--- config.mk ---
export PLATFORM = sky130hd
export DESIGN_NAME = lsu_mem_master_flat
export DESIGN_NICKNAME = d
export VERILOG_FILES = /design/src/rtl/lsu_mem_master_if.sv /design/src/rtl/lsu_mem_master.sv /design/src/flat_wrapper.sv
export SDC_FILE = /design/constraint.sdc
export NUM_CORES = 1
export LEC_CHECK = 0
export CAP_MARGIN = 20
export CELL_PAD_IN_SITES_DETAIL_PLACEMENT = 2
export CELL_PAD_IN_SITES_GLOBAL_PLACEMENT = 2
export CORE_ASPECT_RATIO = 1.4
export CORE_MARGIN = 3
export CORE_UTILIZATION = 36
export CTS_CLUSTER_SIZE = 14
export DETAILED_ROUTE_END_ITERATION = 10
export DONT_BUFFER_PORTS = 1
export PLACE_DENSITY = 0.83
export SYNTH_ARGS = -nofsm -noshare
export SYNTH_HDL_FRONTEND = slang
export SYNTH_SLANG_ARGS = --single-unit
--- constraint.sdc ---
create_clock -name clk -period 2 [get_ports clk]
set_input_delay 0.5 -clock clk [delete_from_list [all_inputs] [get_ports clk]]
set_output_delay 0.5 -clock clk [all_outputs]
set_load 0.05 [all_outputs]
--- src/rtl/lsu_mem_master_if.sv ---
// Purpose: core request/response and memory-controller bus of the LSU, bundled as one interface.
// Latency: no logic inside; timing is set by whichever module drives the master modport.
// Backpressure: req_valid/req_ready and resp_valid/resp_ready; the memory side has no stall input.
interface lsu_mem_master_if;
  // core request channel
  logic        req_valid;
  logic        req_ready;
  logic        req_store;
  logic [2:0]  req_funct3;
  logic [31:0] req_addr;
  logic [31:0] req_wdata;
  // core response channel
  logic        resp_valid;
  logic        resp_ready;
  logic [31:0] resp_rdata;
  logic        resp_err;
  // memory controller port
  logic        mem_valid;
  logic        mem_wen;
  logic [31:0] mem_raddr;
  logic [31:0] mem_waddr;
  logic [31:0] mem_wdata;
  logic [7:0]  mem_wmask;
  logic [31:0] mem_rdata;

  // view taken by the LSU itself
  modport master (
    input  req_valid, req_store, req_funct3, req_addr, req_wdata,
    output req_ready,
    output resp_valid, resp_rdata, resp_err,
    input  resp_ready,
    output mem_valid, mem_wen, mem_raddr, mem_waddr, mem_wdata, mem_wmask,
    input  mem_rdata
  );

  // view taken by the surrounding core and memory controller
  modport slave (
    output req_valid, req_store, req_funct3, req_addr, req_wdata,
    input  req_ready,
    input  resp_valid, resp_rdata, resp_err,
    output resp_ready,
    input  mem_valid, mem_wen, mem_raddr, mem_waddr, mem_wdata, mem_wmask,
    output mem_rdata
  );
endinterface

--- src/rtl/lsu_mem_master.sv ---
// Purpose: RV32 load/store initiator; one access outstanding, word-aligned memory access with byte mask.
// Latency: request to response LATENCY+1 cycles (illegal requests: 1 cycle, no memory access).
// Backpressure: req_ready only in IDLE; resp_valid and payload held until resp_ready, any length.
// Optional feature: define LSU_MISALIGN_TRAP_EN to turn misaligned halfword/word accesses into errors.
module lsu_mem_master #(
  parameter int unsigned LATENCY = 1
) (
  input  logic              clk,
  input  logic              rst_n,
  lsu_mem_master_if.master  bus
);

  typedef enum logic [1:0] {
    IDLE   = 2'd0,
    ACCESS = 2'd1,
    RESP   = 2'd2
  } state_e;

  // Counter only has to hold LATENCY-1; keep at least one bit for LATENCY=1.
  localparam int CW = (LATENCY > 1) ? $clog2(LATENCY) : 1;
  localparam logic [CW-1:0] CNT_INIT = CW'(LATENCY - 1);

  state_e        state_q, state_d;
  logic          store_q, store_d;
  logic [2:0]    f3_q, f3_d;
  logic [1:0]    off_q, off_d;
  logic [29:0]   waddr_q, waddr_d;
  logic [31:0]   wdata_q, wdata_d;
  logic [3:0]    wmask_q, wmask_d;
  logic [CW-1:0] cnt_q, cnt_d;
  logic [31:0]   rdata_q, rdata_d;
  logic          err_q, err_d;

  // Funct3 legality, plus the optional alignment trap.
  function automatic logic req_legal(input logic st, input logic [2:0] f3, input logic [1:0] off);
    logic ok;
    if (st) begin
      ok = (f3 == 3'b000) || (f3 == 3'b001) || (f3 == 3'b010);
    end else begin
      ok = (f3 != 3'b011) && (f3 != 3'b110) && (f3 != 3'b111);
    end
`ifdef LSU_MISALIGN_TRAP_EN
    if ((f3[1:0] == 2'b01) && off[0]) ok = 1'b0;
    if ((f3[1:0] == 2'b10) && (off != 2'b00)) ok = 1'b0;
`else
    if (off == 2'b11 && off == 2'b00) ok = 1'b0; // never true; keeps off referenced in this build
`endif
    return ok;
  endfunction

  // Byte enables for a store: size mask shifted to the byte offset, bytes past lane 3 dropped.
  function automatic logic [3:0] store_mask(input logic [2:0] f3, input logic [1:0] off);
    logic [3:0] base;
    logic [7:0] wide;
    case (f3[1:0])
      2'b00:   base = 4'b0001;
      2'b01:   base = 4'b0011;
      default: base = 4'b1111;
    endcase
    wide = {4'b0000, base} << off;
    return wide[3:0];
  endfunction

  // Align the addressed byte to lane 0 (upper lanes fill with 0) then extend by size.
  function automatic logic [31:0] load_extract(input logic [2:0] f3, input logic [1:0] off,
                                               input logic [31:0] rdata);
    logic [31:0] s;
    logic [31:0] r;
    s = rdata >> {off, 3'b000};
    case (f3)
      3'b000:  r = {{24{s[7]}}, s[7:0]};
      3'b001:  r = {{16{s[15]}}, s[15:0]};
      3'b100:  r = {24'h000000, s[7:0]};
      3'b101:  r = {16'h0000, s[15:0]};
      default: r = s;
    endcase
    return r;
  endfunction

  // Next-state and datapath capture for the IDLE -> ACCESS -> RESP sequence.
  always_comb begin
    state_d = state_q;
    store_d = store_q;
    f3_d    = f3_q;
    off_d   = off_q;
    waddr_d = waddr_q;
    wdata_d = wdata_q;
    wmask_d = wmask_q;
    cnt_d   = cnt_q;
    rdata_d = rdata_q;
    err_d   = err_q;

    case (state_q)
      IDLE: begin
        if (bus.req_valid) begin
          store_d = bus.req_store;
          f3_d    = bus.req_funct3;
          off_d   = bus.req_addr[1:0];
          rdata_d = 32'h0;
          if (req_legal(bus.req_store, bus.req_funct3, bus.req_addr[1:0])) begin
            // Memory-side fields are only refreshed for accesses that actually go out.
            waddr_d = bus.req_addr[31:2];
            wdata_d = bus.req_wdata << {bus.req_addr[1:0], 3'b000};
            wmask_d = bus.req_store ? store_mask(bus.req_funct3, bus.req_addr[1:0]) : 4'b0000;
            err_d   = 1'b0;
            cnt_d   = CNT_INIT;
            state_d = ACCESS;
          end else begin
            err_d   = 1'b1;
            state_d = RESP;
          end
        end
      end

      ACCESS: begin
        if (cnt_q == '0) begin
          if (!store_q) begin
            rdata_d = load_extract(f3_q, off_q, bus.mem_rdata);
          end
          state_d = RESP;
        end else begin
          cnt_d = cnt_q - CW'(1);
        end
      end

      RESP: begin
        if (bus.resp_ready) begin
          // Clear the payload so an idle response channel reads as zero.
          rdata_d = 32'h0;
          err_d   = 1'b0;
          state_d = IDLE;
        end
      end

      default: begin
        state_d = IDLE;
      end
    endcase
  end

  // State and datapath registers; reset abandons any access in flight.
  always_ff @(posedge clk) begin
    if (!rst_n) begin
      state_q <= IDLE;
      store_q <= 1'b0;
      f3_q    <= 3'b000;
      off_q   <= 2'b00;
      waddr_q <= 30'h0;
      wdata_q <= 32'h0;
      wmask_q <= 4'h0;
      cnt_q   <= '0;
      rdata_q <= 32'h0;
      err_q   <= 1'b0;
    end else begin
      state_q <= state_d;
      store_q <= store_d;
      f3_q    <= f3_d;
      off_q   <= off_d;
      waddr_q <= waddr_d;
      wdata_q <= wdata_d;
      wmask_q <= wmask_d;
      cnt_q   <= cnt_d;
      rdata_q <= rdata_d;
      err_q   <= err_d;
    end
  end

  assign bus.req_ready  = (state_q == IDLE);
  assign bus.resp_valid = (state_q == RESP);
  assign bus.resp_rdata = rdata_q;
  assign bus.resp_err   = err_q;

  assign bus.mem_valid  = (state_q == ACCESS);
  assign bus.mem_wen    = (state_q == ACCESS) && store_q;
  assign bus.mem_raddr  = {waddr_q, 2'b00};
  assign bus.mem_waddr  = {waddr_q, 2'b00};
  assign bus.mem_wdata  = wdata_q;
  assign bus.mem_wmask  = {4'b0000, wmask_q};

endmodule

--- src/flat_wrapper.sv ---
// flat-port wrapper written by rule: the top's interface ports become plain ports
module lsu_mem_master_flat 
#(
  parameter int unsigned LATENCY = 1
)
  (clk, rst_n, bus_req_valid, bus_req_store, bus_req_funct3, bus_req_addr, bus_req_wdata, bus_req_ready, bus_resp_valid, bus_resp_rdata, bus_resp_err, bus_resp_ready, bus_mem_valid, bus_mem_wen, bus_mem_raddr, bus_mem_waddr, bus_mem_wdata, bus_mem_wmask, bus_mem_rdata);
  lsu_mem_master_if bus_i ();
  input  logic clk;
  input  logic rst_n;
  input wire logic [$bits(bus_i.req_valid)-1:0] bus_req_valid;
  input wire logic [$bits(bus_i.req_store)-1:0] bus_req_store;
  input wire logic [$bits(bus_i.req_funct3)-1:0] bus_req_funct3;
  input wire logic [$bits(bus_i.req_addr)-1:0] bus_req_addr;
  input wire logic [$bits(bus_i.req_wdata)-1:0] bus_req_wdata;
  output wire logic [$bits(bus_i.req_ready)-1:0] bus_req_ready;
  output wire logic [$bits(bus_i.resp_valid)-1:0] bus_resp_valid;
  output wire logic [$bits(bus_i.resp_rdata)-1:0] bus_resp_rdata;
  output wire logic [$bits(bus_i.resp_err)-1:0] bus_resp_err;
  input wire logic [$bits(bus_i.resp_ready)-1:0] bus_resp_ready;
  output wire logic [$bits(bus_i.mem_valid)-1:0] bus_mem_valid;
  output wire logic [$bits(bus_i.mem_wen)-1:0] bus_mem_wen;
  output wire logic [$bits(bus_i.mem_raddr)-1:0] bus_mem_raddr;
  output wire logic [$bits(bus_i.mem_waddr)-1:0] bus_mem_waddr;
  output wire logic [$bits(bus_i.mem_wdata)-1:0] bus_mem_wdata;
  output wire logic [$bits(bus_i.mem_wmask)-1:0] bus_mem_wmask;
  input wire logic [$bits(bus_i.mem_rdata)-1:0] bus_mem_rdata;
  assign bus_i.req_valid = bus_req_valid;
  assign bus_i.req_store = bus_req_store;
  assign bus_i.req_funct3 = bus_req_funct3;
  assign bus_i.req_addr = bus_req_addr;
  assign bus_i.req_wdata = bus_req_wdata;
  assign bus_req_ready = bus_i.req_ready;
  assign bus_resp_valid = bus_i.resp_valid;
  assign bus_resp_rdata = bus_i.resp_rdata;
  assign bus_resp_err = bus_i.resp_err;
  assign bus_i.resp_ready = bus_resp_ready;
  assign bus_mem_valid = bus_i.mem_valid;
  assign bus_mem_wen = bus_i.mem_wen;
  assign bus_mem_raddr = bus_i.mem_raddr;
  assign bus_mem_waddr = bus_i.mem_waddr;
  assign bus_mem_wdata = bus_i.mem_wdata;
  assign bus_mem_wmask = bus_i.mem_wmask;
  assign bus_i.mem_rdata = bus_mem_rdata;
  lsu_mem_master #(.LATENCY(LATENCY)) u_core (.clk(clk), .rst_n(rst_n), .bus(bus_i));
endmodule
==> results.md <==
* Number of global-route vias before repair at 4670
* Largest family of logic cells by synthesized area: compound AO/OA/AOI/OAI gates
* CP Max Fanout at 8
* GPL Wtd Cong at 0.768
* Clock period minus worst slack at 1.86 ns
* Fraction of the mapped netlist area in simple logic gates at 16.0%
* Sequential share of the synthesized area at 40.3%
* Worst reg2reg startpoint: u_core.off_q[0]
* Clk_lat worst skew at 0.34 ns
* EDFF count, synth at 0
* Core ar. at 14200 µm²
* Ys flop type: dfxtp_1
* Post-Synth Adder-Cell Area at 0%
* First-pass GRT wire length at 25.8 mm
* CTS Buffer Depth at 2
* Initial Util at 37.5%
* Synth Warn # at 0
* Std cell rows at 51
* Count of cell types in the netlist at 46
* Final net count at 648
* Mean Syn Cell Area at 9.42 µm²
* Number of I/O pins at 245
* Synth-to-layout area growth at 7.96%
* Post-synthesis async set-or-reset flop share at 0%
* Mux cell area share after synthesis at 12.8%
* Total CTS buffers at 9
* Worst path arrival time at 1.36 ns
* Hold Crit Class: in2reg
* Pwr/cell area at 901 nW/µm²
* Clock Skew at 0.00749 ns
* Hold path start: bus_req_addr[14]
* Status: complete, no violations
* Post-route DRC at 0
* Root buf cell: clkbuf_16
* DR pass1 iterations at 4
* Fin. Hold Viols at 0
* DRT antenna net count at 0
* Die area at 16300 µm²
* FILL cells at 1520
* Critical path origin: u_core.state_q[0]
* DRT iter0 DRCs at 135
* H-tree Lvls at 3
* XOR/XNOR Fraction of Synth Area at 0%
* Mapped Area at 5310 µm²
* Crit start category: register
* Hold_ws at 0.290 ns
* Routed WL at 16.9 mm
* Vias at 4146
* Total global-route track usage at 20.6%
* Synthesized netlist cell count at 564
* Max_cap viols at 0
* Setup crit end kind: primary output
* Drt wl/cell at 23.1 µm
* TritonCTS clock tree: yes
* Die Y-Extent at 150 µm
* Grt total ovfl at 0
* Die X at 109 µm
* Fin Setup TNS at 0 ns
* Synth Area in Compound Gates at 20.5%
* FF+latch count, synth at 107
* Synth area leader: dfxtp_1
* Synth area leaders: dfxtp_1 40%, nand2_1 7.6%, buf_4 6.2%
* Fmax at 0.536 GHz
* Maximum number of pins on one net before global-route repair at 86
* # setup viols final at 0
* Ratio of cells with drive above 1 in the final layout at 18.1%
* Vias per cell at 5.66
* CTS Sinks at 107
* N_diodes at 0
* Worst slew margin at 57.2%
* RSZ-0062 raised after global routing: false
* Initial antenna violation count at 0
* Worst Tran Pin Value at 0.640 ns
* Synth cell count leaders: 108 x nand2_1, 107 x dfxtp_1, 44 x buf_4
* CTS clk-pin slew, worst paths at 0.07 ns
* HPWL Detailed at 12.8 mm
* Leakage at 2.17 nW
* Share of the synthesized area in the top cell type at 40.3%
* Setup Fix Bufs, Post-CTS at 0
* Most frequent cell after synthesis: nand2_1
* VDD IR max at 0.352 mV
* IO Port Bufs at 0
* CP required at 1.50 ns
* Crit Path Class: reg2out
* Final period utilization at 93.2%
* Slew Limit Fails at 0
-- what timing repair did --
item | CTS | global route
setup endpoints to repair | 0 | 3
gates resized for setup | 0 | 1
hold buffers | 0 | 0
-- cell usage in the layout (no fill, tap or decap), types with 2 or more instances in the layout --
cell type and instances:
buf_4 44, nor2b_1 18, clkinv_2 2, nand3b_1 9, mux4_2 8, a32oi_1 8
and2_1 2, o2bb2ai_1 8, o21ai_0 9, buf_12 4, nand2_1 108, nand3_1 9
mux2_2 15, conb_1 8, a21oi_1 10, a221o_1 11, nor2_1 4, a21boi_1 40
dfxtp_1 107, a221o_2 4, mux2i_1 33, o211ai_1 18, o211a_1 9, nand2b_1 2
or3_1 10, nor3b_4 2, a21boi_0 18, clkbuf_16 9, clkinvlp_4 2
-- power by group --
part | internal [mW] | total, mW | leakage [nW] | switching, mW
clock | 0.962 | 1.77 | 0.134 | 0.804
sequential | 2.23 | 2.49 | 0.870 | 0.265
combinational | 0.306 | 0.907 | 1.16 | 0.602
-- final timing paths --
check	end	slack, ns	cells after the start
hold reg to reg	u_core.waddr_q[0]	0.46	2
setup reg to reg	u_core.bus.resp_rdata[20]	0.21	5
hold / removal	u_core.waddr_q[12]	0.29	2
setup / recovery	bus_mem_wen	0.14	3
-- worst max-delay path, stage by stage (launching register included) --
cell,delay (ns)
dfxtp_1,0.45
nor2b_2,0.23
and2_1,0.20
buf_12,0.15
-- layer usage --
layer	part of all wire [%]	vias up	global-route usage [%]
met5	0	-	0
met1	35	2027	20.4
met4	2.3	0	7.33
met3	8.9	28	7.55
li1	-	1907	-
met2	54	184	38.7
-- kinds of logic (layout without fill, tap and decap cells) --
family / Yosys count / in the layout
other cells: 1 / 8
compound gates: 140 / 140
buf+inv: 86 / 63
simple gates: 174 / 174
flops: 107 / 107
mux: 56 / 56
-- flip-flops by register name, indices dropped and copies added (netlist names) --
name and count:
u_core.f3_q 3, u_core.wmask_q 4, u_core.waddr_q 30, u_core.bus.mem_wdata 32, u_core.state_q 2, u_core.store_q 1, u_core.bus.resp_rdata 32, u_core.off_q 2
u_core.bus.resp_err 1
-- layout make-up --
| cell class | instances | area [µm²] | share of cell area, % |
|---|---|---|---|
| clock buffers | 10 | 229 | 3.99 |
| clock inverters | 5 | 55.1 | 0.960 |
| multi-input cells | 378 | 2670 | 46.5 |
| flip-flops and latches | 107 | 2140 | 37.4 |
| well taps | 185 | 231 | 4.04 |
| repair buffers | 48 | 410 | 7.16 |
-- through the flow --
| step | setup slack [ns] | instances | total power, mW | util, % | area (µm²) |
|---|---|---|---|---|---|
| 2_1_floorplan | 0.0753 | 571 | 3.34 | - | 5340 |
| 3_3_place_gp | 0.285 | 718 | 3.41 | 38.4 | 5440 |
| 3_5_place_dp | 0.117 | 718 | 3.45 | 38.4 | 5440 |
| 4_1_cts | 0.101 | 733 | 5.22 | 40.4 | 5730 |
| 5_1_grt | 0.0187 | 733 | 5.41 | 40.5 | 5730 |
| 6_report | 0.135 | 733 | 5.17 | 40.5 | 5730 |
No activity file was read; power rests on OpenSTA's default activity.
